==> config.mk <==
export PLATFORM = sky130hd
export DESIGN_NAME = axis_load_demux
export DESIGN_NICKNAME = d
export VERILOG_FILES = /design/src/rtl/load_pkg.sv /design/src/rtl/load_addr_cnt.sv /design/src/rtl/axis_load_demux.sv
export SDC_FILE = /design/constraint.sdc
export NUM_CORES = 1
export LEC_CHECK = 0
export ABC_CLOCK_PERIOD_IN_PS = 7100
export CAP_MARGIN = 20
export CORE_MARGIN = 5
export CORE_UTILIZATION = 45
export CTS_CLUSTER_DIAMETER = 50
export DETAILED_ROUTE_END_ITERATION = 6
export PLACE_DENSITY = 0.86
export RECOVER_POWER = 50
export SLEW_MARGIN = 20
export SYNTH_ARGS = -nofsm -noshare
export SYNTH_HDL_FRONTEND = slang
export SYNTH_SLANG_ARGS = --single-unit
export TNS_END_PERCENT = 100
==> constraint.sdc <==
create_clock -name clk -period 7.1 [get_ports clk]
set_clock_uncertainty 0.05 [all_clocks]
set_input_delay 0.71 -clock clk [delete_from_list [all_inputs] [get_ports clk]]
set_output_delay 0.71 -clock clk [all_outputs]
set_load 0.02 [all_outputs]
==> src/rtl/load_pkg.sv <==
`default_nettype none
// +----------------------------------------------------------------------------+
// | Module   : load_pkg                                                         |
// | Purpose  : Shared types and constants for the AXI4-Stream load demux:      |
// |            state encoding, command codes, default memory depths and the    |
// |            address widths derived from them.                               |
// | Revision : 1.0 - initial release                                           |
// +----------------------------------------------------------------------------+
package load_pkg;

  typedef enum logic [1:0] {
    IDLE   = 2'd0,
    LOAD_P = 2'd1,
    LOAD_I = 2'd2,
    DONE   = 2'd3
  } load_state_t;

  localparam logic [1:0] CMD_LOAD_PARAM = 2'd1;
  localparam logic [1:0] CMD_LOAD_IMG   = 2'd2;
  localparam logic [1:0] CMD_RUN        = 2'd3;

  localparam int unsigned DEF_W_DEPTH   = 12672;
  localparam int unsigned DEF_B_DEPTH   = 129;
  localparam int unsigned DEF_IMG_DEPTH = 576;

  localparam int unsigned W_ADDR_W   = $clog2(DEF_W_DEPTH);
  localparam int unsigned B_ADDR_W   = $clog2(DEF_B_DEPTH);
  localparam int unsigned IMG_ADDR_W = $clog2(DEF_IMG_DEPTH);

  // The single beat counter serves both load types, so it is sized for the
  // deeper of the two.
  function automatic int unsigned cnt_width(input int unsigned a, input int unsigned b);
    return $clog2((a > b) ? a : b);
  endfunction

endpackage
`default_nettype wire

==> src/rtl/load_addr_cnt.sv <==
`default_nettype none
// +----------------------------------------------------------------------------+
// | Module   : load_addr_cnt                                                    |
// | Purpose  : Clearable, enabled beat counter with a terminal-count flag.     |
// | Ports    : clk, rst      - clock, synchronous active-high reset            |
// |            clr           - clear count to 0 (priority over en)            |
// |            en            - advance count by one                           |
// |            last_idx      - index at which tc is raised                    |
// |            count         - current beat index                             |
// |            tc            - count == last_idx                              |
// | Revision : 1.0 - initial release                                           |
// +----------------------------------------------------------------------------+
module load_addr_cnt #(
  parameter int unsigned WIDTH = 14
) (
  input  logic             clk,
  input  logic             rst,
  input  logic             clr,
  input  logic             en,
  input  logic [WIDTH-1:0] last_idx,
  output logic [WIDTH-1:0] count,
  output logic             tc
);

  always_ff @(posedge clk) begin
    if (rst || clr) begin
      count <= '0;
    end else if (en) begin
      count <= count + 1'b1;
    end
  end

  assign tc = (count == last_idx);

endmodule
`default_nettype wire

==> src/rtl/axis_load_demux.sv <==
`default_nettype none
// +----------------------------------------------------------------------------+
// | Module   : axis_load_demux                                                  |
// | Purpose  : Accepts AXI4-Stream beats and routes them to the weight/bias    |
// |            memories (parameter load) or the image buffer (image load),    |
// |            selected by the control module's command. Reports completion   |
// |            pulses and a sticky length-mismatch flag.                      |
// | Ports    : clk, rst                 - clock, synchronous active-high reset |
// |            start, cmd, busy         - command handshake                   |
// |            s_axis_*                 - stream slave                        |
// |            w_wr_*, b_wr_*, img_wr_* - registered memory write ports       |
// |            param_done, img_done     - one-cycle completion pulses         |
// |            len_err                  - sticky length mismatch              |
// |            checksum                 - sum of accepted beats               |
// | Options  : LOAD_CHECKSUM_EN - when defined, checksum accumulates the      |
// |            accepted tdata of the current load; otherwise it is tied to 0. |
// | Revision : 1.0 - initial release                                           |
// +----------------------------------------------------------------------------+
module axis_load_demux
  import load_pkg::*;
#(
  parameter int unsigned W_DEPTH   = DEF_W_DEPTH,
  parameter int unsigned B_DEPTH   = DEF_B_DEPTH,
  parameter int unsigned IMG_DEPTH = DEF_IMG_DEPTH,
  parameter int unsigned DATA_W    = 32
) (
  input  logic                  clk,
  input  logic                  rst,
  input  logic                  start,
  input  logic [1:0]            cmd,
  output logic                  busy,
  input  logic [DATA_W-1:0]     s_axis_tdata,
  input  logic                  s_axis_tvalid,
  input  logic                  s_axis_tlast,
  output logic                  s_axis_tready,
  output logic                  w_wr_en,
  output logic [W_ADDR_W-1:0]   w_wr_addr,
  output logic [23:0]           w_wr_data,
  output logic                  b_wr_en,
  output logic [B_ADDR_W-1:0]   b_wr_addr,
  output logic [7:0]            b_wr_data,
  output logic                  img_wr_en,
  output logic [IMG_ADDR_W-1:0] img_wr_addr,
  output logic [DATA_W-1:0]     img_wr_data,
  output logic                  param_done,
  output logic                  img_done,
  output logic                  len_err,
  output logic [DATA_W-1:0]     checksum
);

  localparam int unsigned CNT_W = cnt_width(W_DEPTH, IMG_DEPTH);

  load_state_t      r_state;
  load_state_t      w_state_nxt;
  logic [CNT_W-1:0] w_cnt;
  logic [CNT_W-1:0] w_last_idx;
  logic             w_tc;
  logic             w_loading;
  logic             w_accept;
  logic             w_start_p;
  logic             w_start_i;
  logic             w_clr;
  logic             w_term;
  logic             w_acc_p;
  logic             w_acc_i;

  assign w_loading     = (r_state == LOAD_P) || (r_state == LOAD_I);
  assign s_axis_tready = w_loading;
  assign busy          = w_loading;
  assign w_accept      = s_axis_tvalid && w_loading;
  assign w_acc_p       = w_accept && (r_state == LOAD_P);
  assign w_acc_i       = w_accept && (r_state == LOAD_I);

  // Commands are only honoured from IDLE; start while busy falls through.
  assign w_start_p = (r_state == IDLE) && start && (cmd == CMD_LOAD_PARAM);
  assign w_start_i = (r_state == IDLE) && start && (cmd == CMD_LOAD_IMG);
  assign w_clr     = w_start_p || w_start_i;

  assign w_last_idx = (r_state == LOAD_I) ? CNT_W'(IMG_DEPTH - 1) : CNT_W'(W_DEPTH - 1);

  // Whichever comes first - tlast or the final index - ends the load.
  assign w_term = w_accept && (s_axis_tlast || w_tc);

  load_addr_cnt #(
    .WIDTH (CNT_W)
  ) u_addr_cnt (
    .clk      (clk),
    .rst      (rst),
    .clr      (w_clr),
    .en       (w_accept),
    .last_idx (w_last_idx),
    .count    (w_cnt),
    .tc       (w_tc)
  );

  always_ff @(posedge clk) begin
    if (rst) begin
      r_state <= IDLE;
    end else begin
      r_state <= w_state_nxt;
    end
  end

  always_comb begin
    w_state_nxt = r_state;
    case (r_state)
      IDLE: begin
        if (w_start_p) begin
          w_state_nxt = LOAD_P;
        end else if (w_start_i) begin
          w_state_nxt = LOAD_I;
        end
      end
      LOAD_P, LOAD_I: begin
        if (w_term) begin
          w_state_nxt = DONE;
        end
      end
      DONE:    w_state_nxt = IDLE;
      default: w_state_nxt = IDLE;
    endcase
  end

  // Write ports are registered one cycle behind acceptance; the done pulse is
  // registered alongside so that it lines up with the final write enable.
  always_ff @(posedge clk) begin
    if (rst) begin
      w_wr_en     <= 1'b0;
      w_wr_addr   <= '0;
      w_wr_data   <= '0;
      b_wr_en     <= 1'b0;
      b_wr_addr   <= '0;
      b_wr_data   <= '0;
      img_wr_en   <= 1'b0;
      img_wr_addr <= '0;
      img_wr_data <= '0;
      param_done  <= 1'b0;
      img_done    <= 1'b0;
      len_err     <= 1'b0;
    end else begin
      w_wr_en    <= w_acc_p;
      b_wr_en    <= w_acc_p && (w_cnt < CNT_W'(B_DEPTH));
      img_wr_en  <= w_acc_i;
      param_done <= w_term && (r_state == LOAD_P);
      img_done   <= w_term && (r_state == LOAD_I);

      if (w_acc_p) begin
        w_wr_addr <= W_ADDR_W'(w_cnt);
        w_wr_data <= s_axis_tdata[23:0];
      end
      if (w_acc_p && (w_cnt < CNT_W'(B_DEPTH))) begin
        b_wr_addr <= B_ADDR_W'(w_cnt);
        b_wr_data <= s_axis_tdata[31:24];
      end
      if (w_acc_i) begin
        img_wr_addr <= IMG_ADDR_W'(w_cnt);
        img_wr_data <= s_axis_tdata;
      end

      // Mismatch when exactly one of tlast / final-index is present.
      if (w_term && (s_axis_tlast != w_tc)) begin
        len_err <= 1'b1;
      end
    end
  end

`ifdef LOAD_CHECKSUM_EN
  logic [DATA_W-1:0] r_checksum;

  always_ff @(posedge clk) begin
    if (rst || w_clr) begin
      r_checksum <= '0;
    end else if (w_accept) begin
      r_checksum <= r_checksum + s_axis_tdata;
    end
  end

  assign checksum = r_checksum;
`else
  assign checksum = '0;
`endif

endmodule
`default_nettype wire

==> key figures, run 1 <==
Clock network
  • Clock sinks: 118
  • Number of CTS-inserted buffers: 17
  • Clock tree buffer depth: 2
  • CTS Hold Bufs: 0
  • CTS tree: done
  • Skew-Pair Late Insertion Delay: 0.40 ns
  • Htree depth: 4
  • Resized cells post-CTS: 0
  • # Post-CTS Setup Buffers: 0
  • Worst-path clk slew: 0.06 ns
  • CTS root buf: clkbuf_16

Setup path
  • Crit. End Element: register
  • Crit path max-delay family: simple AND/OR/NAND/NOR gates
  • Crit path arrival time: 3.28 ns
  • Class of the most critical setup path: register to register
  • CP Max Fanout: 25
  • CP Launch Type: register
  • CP bufs+invs: 0
  • CP Data Required Time: 7.34 ns
  • Crit path cell chain: or4b_2 -> a211oi_1 -> o21ai_0 -> ha_1 -> nand2b_1 -> a221oi_1 -> mux2_2
  • Worst path max stage delay: 0.78 ns
  • Slowest CP cell: or4b_2

Status
  • Status: finished with violations
  • Failing checks: max-capacitance violations, max-slew violations

STA
  • Final setup viols: 0
  • Final hold viol count: 0
  • Period utilization: 0.428
  • Pins Over Slew Limit: 40
  • Final setup TNS: 0 ns
  • Max Freq: 329 MHz
  • Slew HR: -0.202
  • Measured slew at the worst slew-check pin: 1.80 ns
  • RSZ-0062 raised after global routing: no
  • Fin crit period: 3.04 ns

Global routing
  • Number of global-route vias before repair: 4580
  • GR Layer Usage met2: 0.356
  • Gr busiest metal: met2
  • Largest net degree at the start of global routing: 107
  • M1 GR Usage: 0.265
  • Grt ovf: 0
  • Gr usage total: 0.208
  • Initial antenna violation count: 0
  • M3 GR Usage: 0.0376
  • Global-route wire length before repair: 22500 µm

Layout
  • FF/Latch Area: 2360 µm²
  • Non-filler cells, final: 897
  • Antenna diode count: 0
  • Most common cell after layout, fill and taps aside: nand2_1
  • Filler Cell Count: 930
  • Multi-input gate area: 2300 µm²
  • Layout area overhead: 37.0%
  • Commonest cells after routing, fill and taps aside: nand2_1, dfxtp_1, a21oi_1, dlygate4sd3_1, clkdlybuf4s50_1
  • Layout Nets: 789
  • Share of layout cells above drive strength 1: 0.0542

Yosys
  • Flops & latches, synth: 118
  • Library cells used by synthesis: 42
  • Ys Warns: 0
  • Share of the yosys chip area belonging to registers: 0.468
  • Synthesized area per cell: 7.96 µm²
  • Post-Syn Area: 5050 µm²
  • Post-synthesis cell count: 634

Routing
  • WL/cell: 16.1 µm
  • Post-detailed-routing wire length: 14400 µm
  • Post-DRT Antenna Nets: 0
  • DR pass1 iterations: 5
  • Vias post-DR: 4809
  • DRC: 0
  • First-iteration detailed-routing DRC count: 408
  • Vias/cell: 5.36

Floorplan
  • Initial Utilization: 0.461
  • Row count: 38
  • Die area: 13400 µm²
  • Die extent in y: 116 µm
  • Chip Width: 116 µm
  • Top Ports: 175
  • Core Area: 10900 µm²

Power and ir drop
  • PwrDens: 262 nW/µm²
  • PnR Total Power: 1.81 mW
  • Worst ir drop on vdd: 192 µV
  • P_leak: 2.57 nW

Placement
  • PortBufs: 142
  • Placed cells: 865
  • Dpl hpwl: 9740 µm
  • RePlAce Congestion: 0.867

Min path
  • Worst hold path class: register to register

Job
  • Max_cap viols: 1
-- cells by family (layout without fill, tap and decap cells) --
| group | Yosys count | after routing | share of synthesized area |
|---|---|---|---|
| AND/OR/NAND/NOR | 251 | 251 | 0.220 |
| AO/OA/AOI/OAI | 156 | 156 | 0.181 |
| flip-flops | 118 | 118 | 0.468 |
| buffers and inverters | 94 | 186 | 0.0994 |
| adder cells (fa/ha/maj) | 6 | 6 | 0.0149 |
| multiplexers | 5 | 5 | 0.0102 |
| XOR/XNOR | 3 | 3 | 0.00521 |
| other | 1 | 32 | 0.000743 |
-- worst register-to-register path: cells and delay by family (launching register included) --
kind	cells	cell delay, ns
and+or+nand+nor	2	0.94
AOI/OAI and AO/OA	3	0.72
DFF	1	0.61
muxes	1	0.38
adders and majority gates	1	0.24
-- registers in the layout (all words and copies together) (netlist names), 2 cells and up --
signal,cells
img_wr_data,32
w_wr_data,24
img_wr_addr,10
u_addr_cnt.count,14
b_wr_addr,8
b_wr_data,8
r_state,2
w_wr_addr,14
-- synthesized netlist by cell type --
library cell / n / share of area
a211oi_1: 1 / 0.0015
a21oi_1: 89 / 0.088
a221oi_1: 1 / 0.0017
and2_1: 1 / 0.0012
and3_1: 1 / 0.0012
and4b_1: 1 / 0.0020
and4bb_2: 1 / 0.0025
buf_1: 2 / 0.0015
buf_2: 2 / 0.0020
buf_4: 33 / 0.049
buf_6: 3 / 0.0067
clkbuf_1: 45 / 0.033
conb_1: 1 / 0.00074
dfxtp_1: 118 / 0.47
ha_1: 6 / 0.015
inv_1: 9 / 0.0067
mux2_2: 1 / 0.0022
mux2i_1: 4 / 0.0079
nand2_1: 182 / 0.14
nand2b_1: 2 / 0.0025
nand3_1: 6 / 0.0060
nand4_1: 7 / 0.0087
nand4bb_1: 1 / 0.0022
nor2_1: 10 / 0.0074
nor2b_1: 17 / 0.021
nor3_1: 3 / 0.0030
nor3b_1: 1 / 0.0015
nor4_1: 6 / 0.0074
nor4b_1: 1 / 0.0017
o211ai_1: 21 / 0.031
o21a_1: 1 / 0.0015
o21a_4: 1 / 0.0030
o21ai_0: 25 / 0.025
o221a_2: 1 / 0.0022
o311ai_0: 6 / 0.010
o311ai_1: 6 / 0.010
o31ai_1: 4 / 0.0060
or3_1: 4 / 0.0050
or4_1: 5 / 0.0074
or4_4: 1 / 0.0022
or4b_2: 1 / 0.0020
xnor2_1: 3 / 0.0052
-- cell type report --
class                           instances  area share
Inverter                                9     0.00489
Clock buffer                           22      0.0700
Clock inverter                         10      0.0172
Tap cell                              140      0.0253
Multi-Input combinational cell        453       0.333
Sequential cell                       118       0.342
Timing Repair Buffer                  145       0.208
-- worst paths after layout --
| kind | cells past startpoint | end | from | slack (ns) |
|---|---|---|---|---|
| worst max-delay path | 7 | r_state[1]$_SDFFE_PP0P_ | u_addr_cnt.count[7]$_SDFFE_PP0P_ | 4.06 |
| worst min-delay path | 2 | img_wr_data[26]$_SDFFE_PP0P_ | img_wr_data[26]$_SDFFE_PP0P_ | 0.40 |
| worst max register to register | 7 | r_state[1]$_SDFFE_PP0P_ | u_addr_cnt.count[7]$_SDFFE_PP0P_ | 4.06 |
| worst min register to register | 2 | img_wr_data[26]$_SDFFE_PP0P_ | img_wr_data[26]$_SDFFE_PP0P_ | 0.40 |
-- stage by stage --
step	util	cell area [µm²]	setup slack, ns	hold WS, ns
finish	0.632	6920	4.06	0.399
CTS	0.633	6920	4.11	0.403
global placement	0.578	6320	4.11	0.392
detailed placement	0.578	6320	3.98	0.396
global route	0.632	6920	3.90	0.419
floorplan	-	5160	4.45	0.402
-- metal layers --
layer	share of wire	wire length (µm)
met4	0.016	224
met1	0.41	5970
met5	0	0
met3	0.066	946
met2	0.50	7270
-- report_power, final --
group / internal [mW] / switching [mW] / total, mW / leakage, nW
clock network: 0.555 / 0.295 / 0.850 / 0.289
registers: 0.686 / 0.0129 / 0.699 / 0.951
logic: 0.0933 / 0.167 / 0.261 / 1.33
total: 1.33 / 0.475 / 1.81 / 2.57
(Power assumes the default switching activity.)
==> run 2: changes to the inputs <==
--- a/config.mk
+++ b/config.mk
@@ -5,7 +5,7 @@
 export SDC_FILE = /design/constraint.sdc
 export NUM_CORES = 1
 export LEC_CHECK = 0
-export ABC_CLOCK_PERIOD_IN_PS = 7100
+export ABC_CLOCK_PERIOD_IN_PS = 3000
 export CAP_MARGIN = 20
 export CORE_MARGIN = 5
 export CORE_UTILIZATION = 45
==> constraint.sdc (replaced) <==
create_clock -name clk -period 3 [get_ports clk]
set_clock_uncertainty 0.05 [all_clocks]
set_input_delay 0.3 -clock clk [delete_from_list [all_inputs] [get_ports clk]]
set_output_delay 0.3 -clock clk [all_outputs]
set_load 0.02 [all_outputs]
==> run 2 against run 1 <==
Net effect: the run still ends with max-capacitance violations, max-slew violations left; non-clock buffer count up 9; wire length increased by 2.7%; global-route usage rose by 0.76 points; critical endpoint unchanged.
==> key figures, run 2 (synthesized netlist as in run 1, its figures left out) <==
Status
  • Status: finished with violations (unchanged)
  • Failing checks: max-capacitance violations, max-slew violations (unchanged)

Clock network
  • CTS tree: done (unchanged)
  • CTS Hold Bufs: 0 (unchanged)
  • Resized cells post-CTS: 0 (unchanged)
  • # Post-CTS Setup Buffers: 0 (unchanged)
  • Htree depth: 4 (unchanged)
  • Skew-Pair Late Insertion Delay: 0.40 ns (about the same)
  • CTS root buf: clkbuf_16 (unchanged)
  • Clock sinks: 118 (unchanged)
  • Number of CTS-inserted buffers: 17 (unchanged)
  • Clock tree buffer depth: 2 (unchanged)
  • Worst-path clk slew: 0.06 ns (about the same)

Setup path
  • Crit. End Element: register (unchanged)
  • CP bufs+invs: 0 (unchanged)
  • Crit path arrival time: 2.94 ns (was 3.28 ns)
  • Critical R2R Launch: u_addr_cnt.count[1]$_SDFFE_PP0P_ (was u_addr_cnt.count[7]$_SDFFE_PP0P_)
  • Crit path max-delay family: simple AND/OR/NAND/NOR gates (unchanged)
  • Launch point of the worst path: u_addr_cnt.count[1]$_SDFFE_PP0P_ (was u_addr_cnt.count[7]$_SDFFE_PP0P_)
  • CP Max Fanout: 4 (was 25)
  • FF-to-FF End: r_state[1]$_SDFFE_PP0P_ (unchanged)
  • CP Launch Type: register (unchanged)
  • CP endpoint: r_state[1]$_SDFFE_PP0P_ (unchanged)
  • CP dominant cell by count: ha_1
  • Crit. path cell count: 8 (was 7)
  • CP Data Required Time: 3.24 ns (was 7.34 ns)
  • Worst path max stage delay: 0.59 ns (was 0.78 ns)
  • Crit path cell chain: ha_1 -> or4b_2 -> a211oi_1 -> o21ai_0 -> ha_1 -> nand2b_1 -> a221oi_1 -> mux2_2 (was or4b_2 -> a211oi_1 -> o21ai_0 -> ha_1 -> nand2b_1 -> a221oi_1 -> mux2_2)
  • Worst reg2reg setup slack: 0.30 ns (was 4.06 ns)
  • R2r worst-path depth: 8 (was 7)
  • Slowest CP cell: or4b_2 (unchanged)
  • Class of the most critical setup path: register to register (unchanged)

Layout
  • Largest regs: img_wr_data: 32 flops, w_wr_data: 24 flops (unchanged)
  • Share of layout cells above drive strength 1: 0.0653 (was 0.0542)
  • Biggest register: img_wr_data (unchanged)
  • Final Core Density: 0.641 (was 0.632)
  • FF/Latch Area: 2360 µm² (unchanged)
  • Commonest cells after routing, fill and taps aside: nand2_1, dfxtp_1, a21oi_1, clkdlybuf4s50_1, dlygate4sd3_1 (was nand2_1, dfxtp_1, a21oi_1, dlygate4sd3_1, clkdlybuf4s50_1)
  • Layout Nets: 798 (was 789)
  • Fin area: 7010 µm² (was 6920 µm²)
  • Max FFs per register: 32 (unchanged)
  • Most common cell after layout, fill and taps aside: nand2_1 (unchanged)
  • Multi-input gate area: 2300 µm² (unchanged)
  • Antenna diode count: 0 (unchanged)
  • Filler Cell Count: 920 (was 930)
  • Layout area overhead: 39.0% (was 37.0%)

STA
  • RSZ-0062 raised after global routing: no (unchanged)
  • Slew HR: -0.212 (was -0.202)
  • Final setup TNS: 0 ns (unchanged)
  • Final setup viols: 0 (unchanged)
  • Final hold viol count: 0 (unchanged)
  • Measured slew at the worst slew-check pin: 1.82 ns (was 1.80 ns)
  • Period utilization: 0.899 (was 0.428)
  • Max Freq: 371 MHz (was 329 MHz)
  • Pins Over Slew Limit: 40 (unchanged)
  • Fin crit period: 2.70 ns (was 3.04 ns)

Routing
  • Vias/cell: 5.39 (was 5.36)
  • DR pass1 iterations: 4 (was 5)
  • WL/cell: 16.3 µm (was 16.1 µm)
  • Post-DRT Antenna Nets: 0 (unchanged)
  • Post-detailed-routing wire length: 14800 µm (was 14400 µm)
  • DRC: 0 (unchanged)
  • First-iteration detailed-routing DRC count: 342 (was 408)
  • Vias post-DR: 4881 (was 4809)

Global routing
  • Number of global-route vias before repair: 4751 (was 4580)
  • Initial antenna violation count: 0 (unchanged)
  • Gr usage total: 0.216 (was 0.208)
  • Largest net degree at the start of global routing: 74 (was 107)
  • Global-route wire length before repair: 23300 µm (was 22500 µm)
  • Grt ovf: 0 (unchanged)

Power and ir drop
  • PwrDens: 633 nW/µm² (was 262 nW/µm²)
  • Worst ir drop on vdd: 554 µV (was 192 µV)
  • P_leak: 2.63 nW (was 2.57 nW)
  • PnR Total Power: 4.44 mW (was 1.81 mW)

Floorplan
  • Row count: 38 (unchanged)
  • Die extent in y: 116 µm (unchanged)
  • Top Ports: 175 (unchanged)
  • Initial Utilization: 0.461 (unchanged)
  • Core Area: 10900 µm² (unchanged)
  • Die area: 13400 µm² (unchanged)
  • Chip Width: 116 µm (unchanged)

Placement
  • PortBufs: 142 (unchanged)
  • Placed Area: 6380 µm² (was 6320 µm²)
  • Dpl hpwl: 10000 µm (was 9740 µm)
  • RePlAce Congestion: 0.885 (was 0.867)

Min path
  • Worst hold path class: input port to register (was register to register)

Job
  • Max_cap viols: 1 (unchanged)
run 2: layer usage:
| layer | share of wire | track usage | up-vias |
|---|---|---|---|
| met5 | 0 | 0 | - |
| met4 | 0.033 | 0.0944 | 0 |
| met3 | 0.071 | 0.0501 | 37 |
| met2 | 0.49 | 0.366 | 229 |
| met1 | 0.40 | 0.261 | 2287 |
| li1 | - | - | 2328 |
run 2: per-stage QoR:
step | cells | hold WS (ns) | setup WS (ns)
floorplan | 665 | 0.386 | 0.355
CTS | 906 | 0.220 | 0.329
global route | 906 | 0.246 | 0.134
global placement | 874 | 0.391 | 0.327
detailed placement | 874 | 0.396 | 0.341
finish | 906 | 0.236 | 0.302
run 2: final cells by class:
type / count / area share
multi-input combinational: 453 / 0.328
clock inverter: 14 / 0.0284
clock buffer: 18 / 0.0626
timing repair buffer: 154 / 0.214
inverter: 9 / 0.00482
sequential: 118 / 0.337
tap: 140 / 0.0250
run 2: where the power goes:
part | leakage [nW] | total, mW | internal [mW] | switching, mW
combinational | 1.36 | 0.634 | 0.229 | 0.405
clock | 0.311 | 2.16 | 1.42 | 0.739
sequential | 0.951 | 1.65 | 1.62 | 0.0257
total | 2.63 | 4.44 | 3.27 | 1.17
run 2: how the worst min path moves through the flow:
| stage | from | endpoint | slack [ns] | cells after the start |
|---|---|---|---|---|
| 5_1_grt | rst | img_wr_en$_SDFF_PP0_ | 0.25 | 2 |
| 3_5_place_dp | img_wr_data[27]$_SDFFE_PP0P_ | img_wr_data[27]$_SDFFE_PP0P_ | 0.40 | 2 |
| 2_1_floorplan | s_axis_tdata[0] | img_wr_data[0]$_SDFFE_PP0P_ | 0.39 | 2 |
| 6_report | rst | img_wr_en$_SDFF_PP0_ | 0.24 | 2 |
| 4_1_cts | rst | img_wr_en$_SDFF_PP0_ | 0.22 | 2 |
| 3_3_place_gp | img_wr_data[28]$_SDFFE_PP0P_ | img_wr_data[28]$_SDFFE_PP0P_ | 0.39 | 2 |
==> run 3: changes to the inputs <==
--- a/config.mk
+++ b/config.mk
@@ -5,8 +5,10 @@
 export SDC_FILE = /design/constraint.sdc
 export NUM_CORES = 1
 export LEC_CHECK = 0
+export ABC_AREA = 1
 export ABC_CLOCK_PERIOD_IN_PS = 3000
 export CAP_MARGIN = 20
+export CORE_ASPECT_RATIO = 0.75
 export CORE_MARGIN = 5
 export CORE_UTILIZATION = 45
 export CTS_CLUSTER_DIAMETER = 50
==> run 3 against run 2 <==
Net effect: the run now ends clean; first-iteration DRC count is 11% lower; sequential power is 7% higher; area after synthesis down 2.0%; worst hold slack better by 0.17 ns; final area shrank 1.9%; synthesized cell count up 3.2%; critical endpoint is now s_axis_tready; largest power group unchanged.
==> key figures, run 3 <==
STA
  • Final setup TNS: 0 ns (unchanged)
  • Final setup viols: 0 (unchanged)
  • Max Freq: 443 MHz (was 371 MHz)
  • Final hold viol count: 0 (unchanged)
  • Period utilization: 0.753 (was 0.899)
  • Fin crit period: 2.26 ns (was 2.70 ns)
  • RSZ-0062 raised after global routing: no (unchanged)
  • Slew HR: 0.307 (was -0.212)
  • Measured slew at the worst slew-check pin: 1.04 ns (was 1.82 ns)
  • Pins Over Slew Limit: 0 (was 40)

Clock network
  • CTS root buf: clkbuf_16 (unchanged)
  • Clock tree buffer depth: 2 (unchanged)
  • Worst-path clk slew: 0.05 ns (was 0.06 ns)
  • CTS tree: done (unchanged)
  • Htree depth: 4 (unchanged)
  • Number of CTS-inserted buffers: 17 (unchanged)
  • Resized cells post-CTS: 0 (unchanged)
  • Clock sinks: 118 (unchanged)
  • # Post-CTS Setup Buffers: 0 (unchanged)
  • CTS Hold Bufs: 0 (unchanged)
  • Skew-Pair Late Insertion Delay: 0.40 ns (about the same)

Power and ir drop
  • PwrDens: 669 nW/µm² (was 633 nW/µm²)
  • Worst ir drop on vdd: 418 µV (was 554 µV)
  • P_leak: 3.16 nW (was 2.63 nW)

Floorplan
  • Die extent in y: 101 µm (was 116 µm)
  • Top Ports: 175 (unchanged)
  • Chip Width: 131 µm (was 116 µm)
  • Die area: 13200 µm² (was 13400 µm²)
  • Row count: 33 (was 38)
  • Initial Utilization: 0.455 (was 0.461)
  • Core Area: 10900 µm² (about the same)

Setup path
  • CP Max Fanout: 7 (was 4)
  • CP Data Required Time: 2.65 ns (was 3.24 ns)
  • Worst path max stage delay: 0.65 ns (was 0.59 ns)
  • Class of the most critical setup path: register to output port (was register to register)
  • Crit. End Element: output port (was register)
  • Crit path arrival time: 1.91 ns (was 2.94 ns)
  • Crit path cell chain: inv_1 -> ha_1 -> clkdlybuf4s50_1 (was ha_1 -> or4b_2 -> a211oi_1 -> o21ai_0 -> ha_1 -> nand2b_1 -> a221oi_1 -> mux2_2)
  • CP Launch Type: register (unchanged)
  • Slowest CP cell: clkdlybuf4s50_1 (was or4b_2)

Min path
  • Worst hold path class: register to register (was input port to register)

Yosys
  • Synthesized area per cell: 7.56 µm² (was 7.96 µm²)
  • Post-synthesis cell count: 654 (was 634)
  • Synth area leader: dfxtp_1 (unchanged)
  • Post-synth EDFFs: 0 (unchanged)
  • Commonest cells post-synth: nor2_1, dfxtp_1, nand2_1 (was nand2_1, dfxtp_1, a21oi_1)
  • Flops & latches, synth: 118 (unchanged)
  • Library cells used by synthesis: 29 (was 42)
  • Ys Warns: 0 (unchanged)
  • Post-Syn Area: 4940 µm² (was 5050 µm²)
  • Prevailing post-synth register cell: dfxtp_1 (unchanged)
  • Main area contributors after synthesis: dfxtp_1, nor2_1, o21ai_0, nand2_1, buf_4 (was dfxtp_1, nand2_1, a21oi_1, buf_4, clkbuf_1)
  • Post-synth top area share: 0.478 (was 0.468)
  • Share of the yosys chip area belonging to registers: 0.478 (was 0.468)
  • FFs w/ async S/R, synth: 0 (unchanged)
  • Top-count cell post-synth: nor2_1 (was nand2_1)

Global routing
  • Largest net degree at the start of global routing: 58 (was 74)
  • Number of global-route vias before repair: 4344 (was 4751)
  • Initial antenna violation count: 0 (unchanged)
  • Gr usage total: 0.201 (was 0.216)
  • Global-route wire length before repair: 21000 µm (was 23300 µm)
  • Grt ovf: 0 (unchanged)

Layout
  • Share of layout cells above drive strength 1: 0.0747 (was 0.0653)
  • Layout area overhead: 39.2% (was 39.0%)
  • Filler Cell Count: 928 (was 920)
  • Multi-input gate area: 2020 µm² (was 2300 µm²)
  • Biggest register: img_wr_data (unchanged)
  • Non-filler cells, final: 943 (was 906)
  • Commonest cells after routing, fill and taps aside: nor2_1, dfxtp_1, dlygate4sd3_1, nand2_1, o21ai_0 (was nand2_1, dfxtp_1, a21oi_1, clkdlybuf4s50_1, dlygate4sd3_1)
  • Max FFs per register: 32 (unchanged)
  • Final Core Density: 0.634 (was 0.641)
  • FF/Latch Area: 2360 µm² (unchanged)
  • Most common cell after layout, fill and taps aside: nor2_1 (was nand2_1)
  • Layout Nets: 835 (was 798)
  • Largest regs: img_wr_data: 32 flops, w_wr_data: 24 flops (unchanged)
  • Antenna diode count: 0 (unchanged)

Routing
  • Post-detailed-routing wire length: 13400 µm (was 14800 µm)
  • DR pass1 iterations: 5 (was 4)
  • WL/cell: 14.2 µm (was 16.3 µm)
  • Vias/cell: 4.90 (was 5.39)
  • Post-DRT Antenna Nets: 0 (unchanged)
  • DRC: 0 (unchanged)
  • First-iteration detailed-routing DRC count: 305 (was 342)
  • Vias post-DR: 4621 (was 4881)

Status
  • Status: complete, no violations (was finished with violations)

Job
  • Max_cap viols: 0 (was 1)

Placement
  • Dpl hpwl: 9210 µm (was 10000 µm)
  • Placed cells: 911 (was 874)
  • RePlAce Congestion: 0.906 (was 0.885)
  • PortBufs: 142 (unchanged)
run 3: cell count changes in the layout (fill, tap and decap cells not counted), sizes merged, moves of 12 or more:
| cell | delta |
|---|---|
| dlygate4sd3 | +22 |
| nor2b | -17 |
| clkdlybuf4s50 | -21 |
| o311ai | -12 |
| nand4 | +18 |
| nand2 | -103 |
| o211ai | -21 |
| inv | +62 |
| o21ai | +61 |
| nor2 | +126 |
| a21oi | -46 |
run 3: power by group:
| group | switching, mW | total [mW] | internal (mW) |
|---|---|---|---|
| combinational | 0.546 | 0.890 | 0.344 |
| sequential | 0.0620 | 1.76 | 1.69 |
| clock | 0.692 | 1.96 | 1.26 |
run 3: critical path, delay by kind of cell, from the launching register on:
family	cells	cell delay, ns
adder cells (fa/ha/maj)	1	0.41
buffers and inverters	2	0.73
flip-flops	1	0.37
run 3: stage by stage:
| step | power (mW) | area, µm² | setup slack (ns) | hold WS [ns] |
|---|---|---|---|---|
| after floorplan | 2.36 | 5060 | 1.12 | 0.319 |
| after global placement | 2.70 | 6310 | 0.933 | 0.407 |
| after detailed placement | 2.72 | 6310 | 0.887 | 0.400 |
| after CTS | 4.67 | 6900 | 0.702 | 0.398 |
| after global routing | 4.82 | 6880 | 0.604 | 0.423 |
| final | 4.60 | 6880 | 0.742 | 0.403 |
run 3: final cells by class:
class	instances	share of cell area
well taps	140	0.0255
inverters	73	0.0398
multi-input cells	431	0.293
repair buffers	149	0.214
clock buffers	24	0.0744
flip-flops and latches	118	0.343
clock inverters	8	0.0102
run 3: path summary, 6_finish.rpt:
kind | from | end | slack, ns | cells after the start
max | r_state[1]$_SDFFE_PP0P_ | s_axis_tready | 0.74 | 3
min | b_wr_addr[7]$_SDFFE_PP0P_ | b_wr_addr[7]$_SDFFE_PP0P_ | 0.40 | 2
max reg2reg | r_state[1]$_SDFFE_PP0P_ | img_wr_data[5]$_SDFFE_PP0P_ | 0.76 | 8
min reg2reg | b_wr_addr[7]$_SDFFE_PP0P_ | b_wr_addr[7]$_SDFFE_PP0P_ | 0.40 | 2
run 3: routing by layer:
metal	GRT usage	vias up	part of all wire
met5	0	-	0
met3	0.0858	23	0.091
li1	-	2303	-
met4	0.0688	0	0.015
met2	0.319	157	0.46
met1	0.246	2138	0.43
run 3: kinds of logic (layout without fill, tap and decap cells):
| group | Yosys count | count (layout) | synth area share |
|---|---|---|---|
| AO/OA/AOI/OAI | 133 | 133 | 0.137 |
| AND/OR/NAND/NOR | 260 | 260 | 0.233 |
| buffers and inverters | 136 | 254 | 0.137 |
| other | 1 | 32 | 0.000758 |
| flip-flops | 118 | 118 | 0.478 |
| adder cells (fa/ha/maj) | 6 | 6 | 0.0152 |
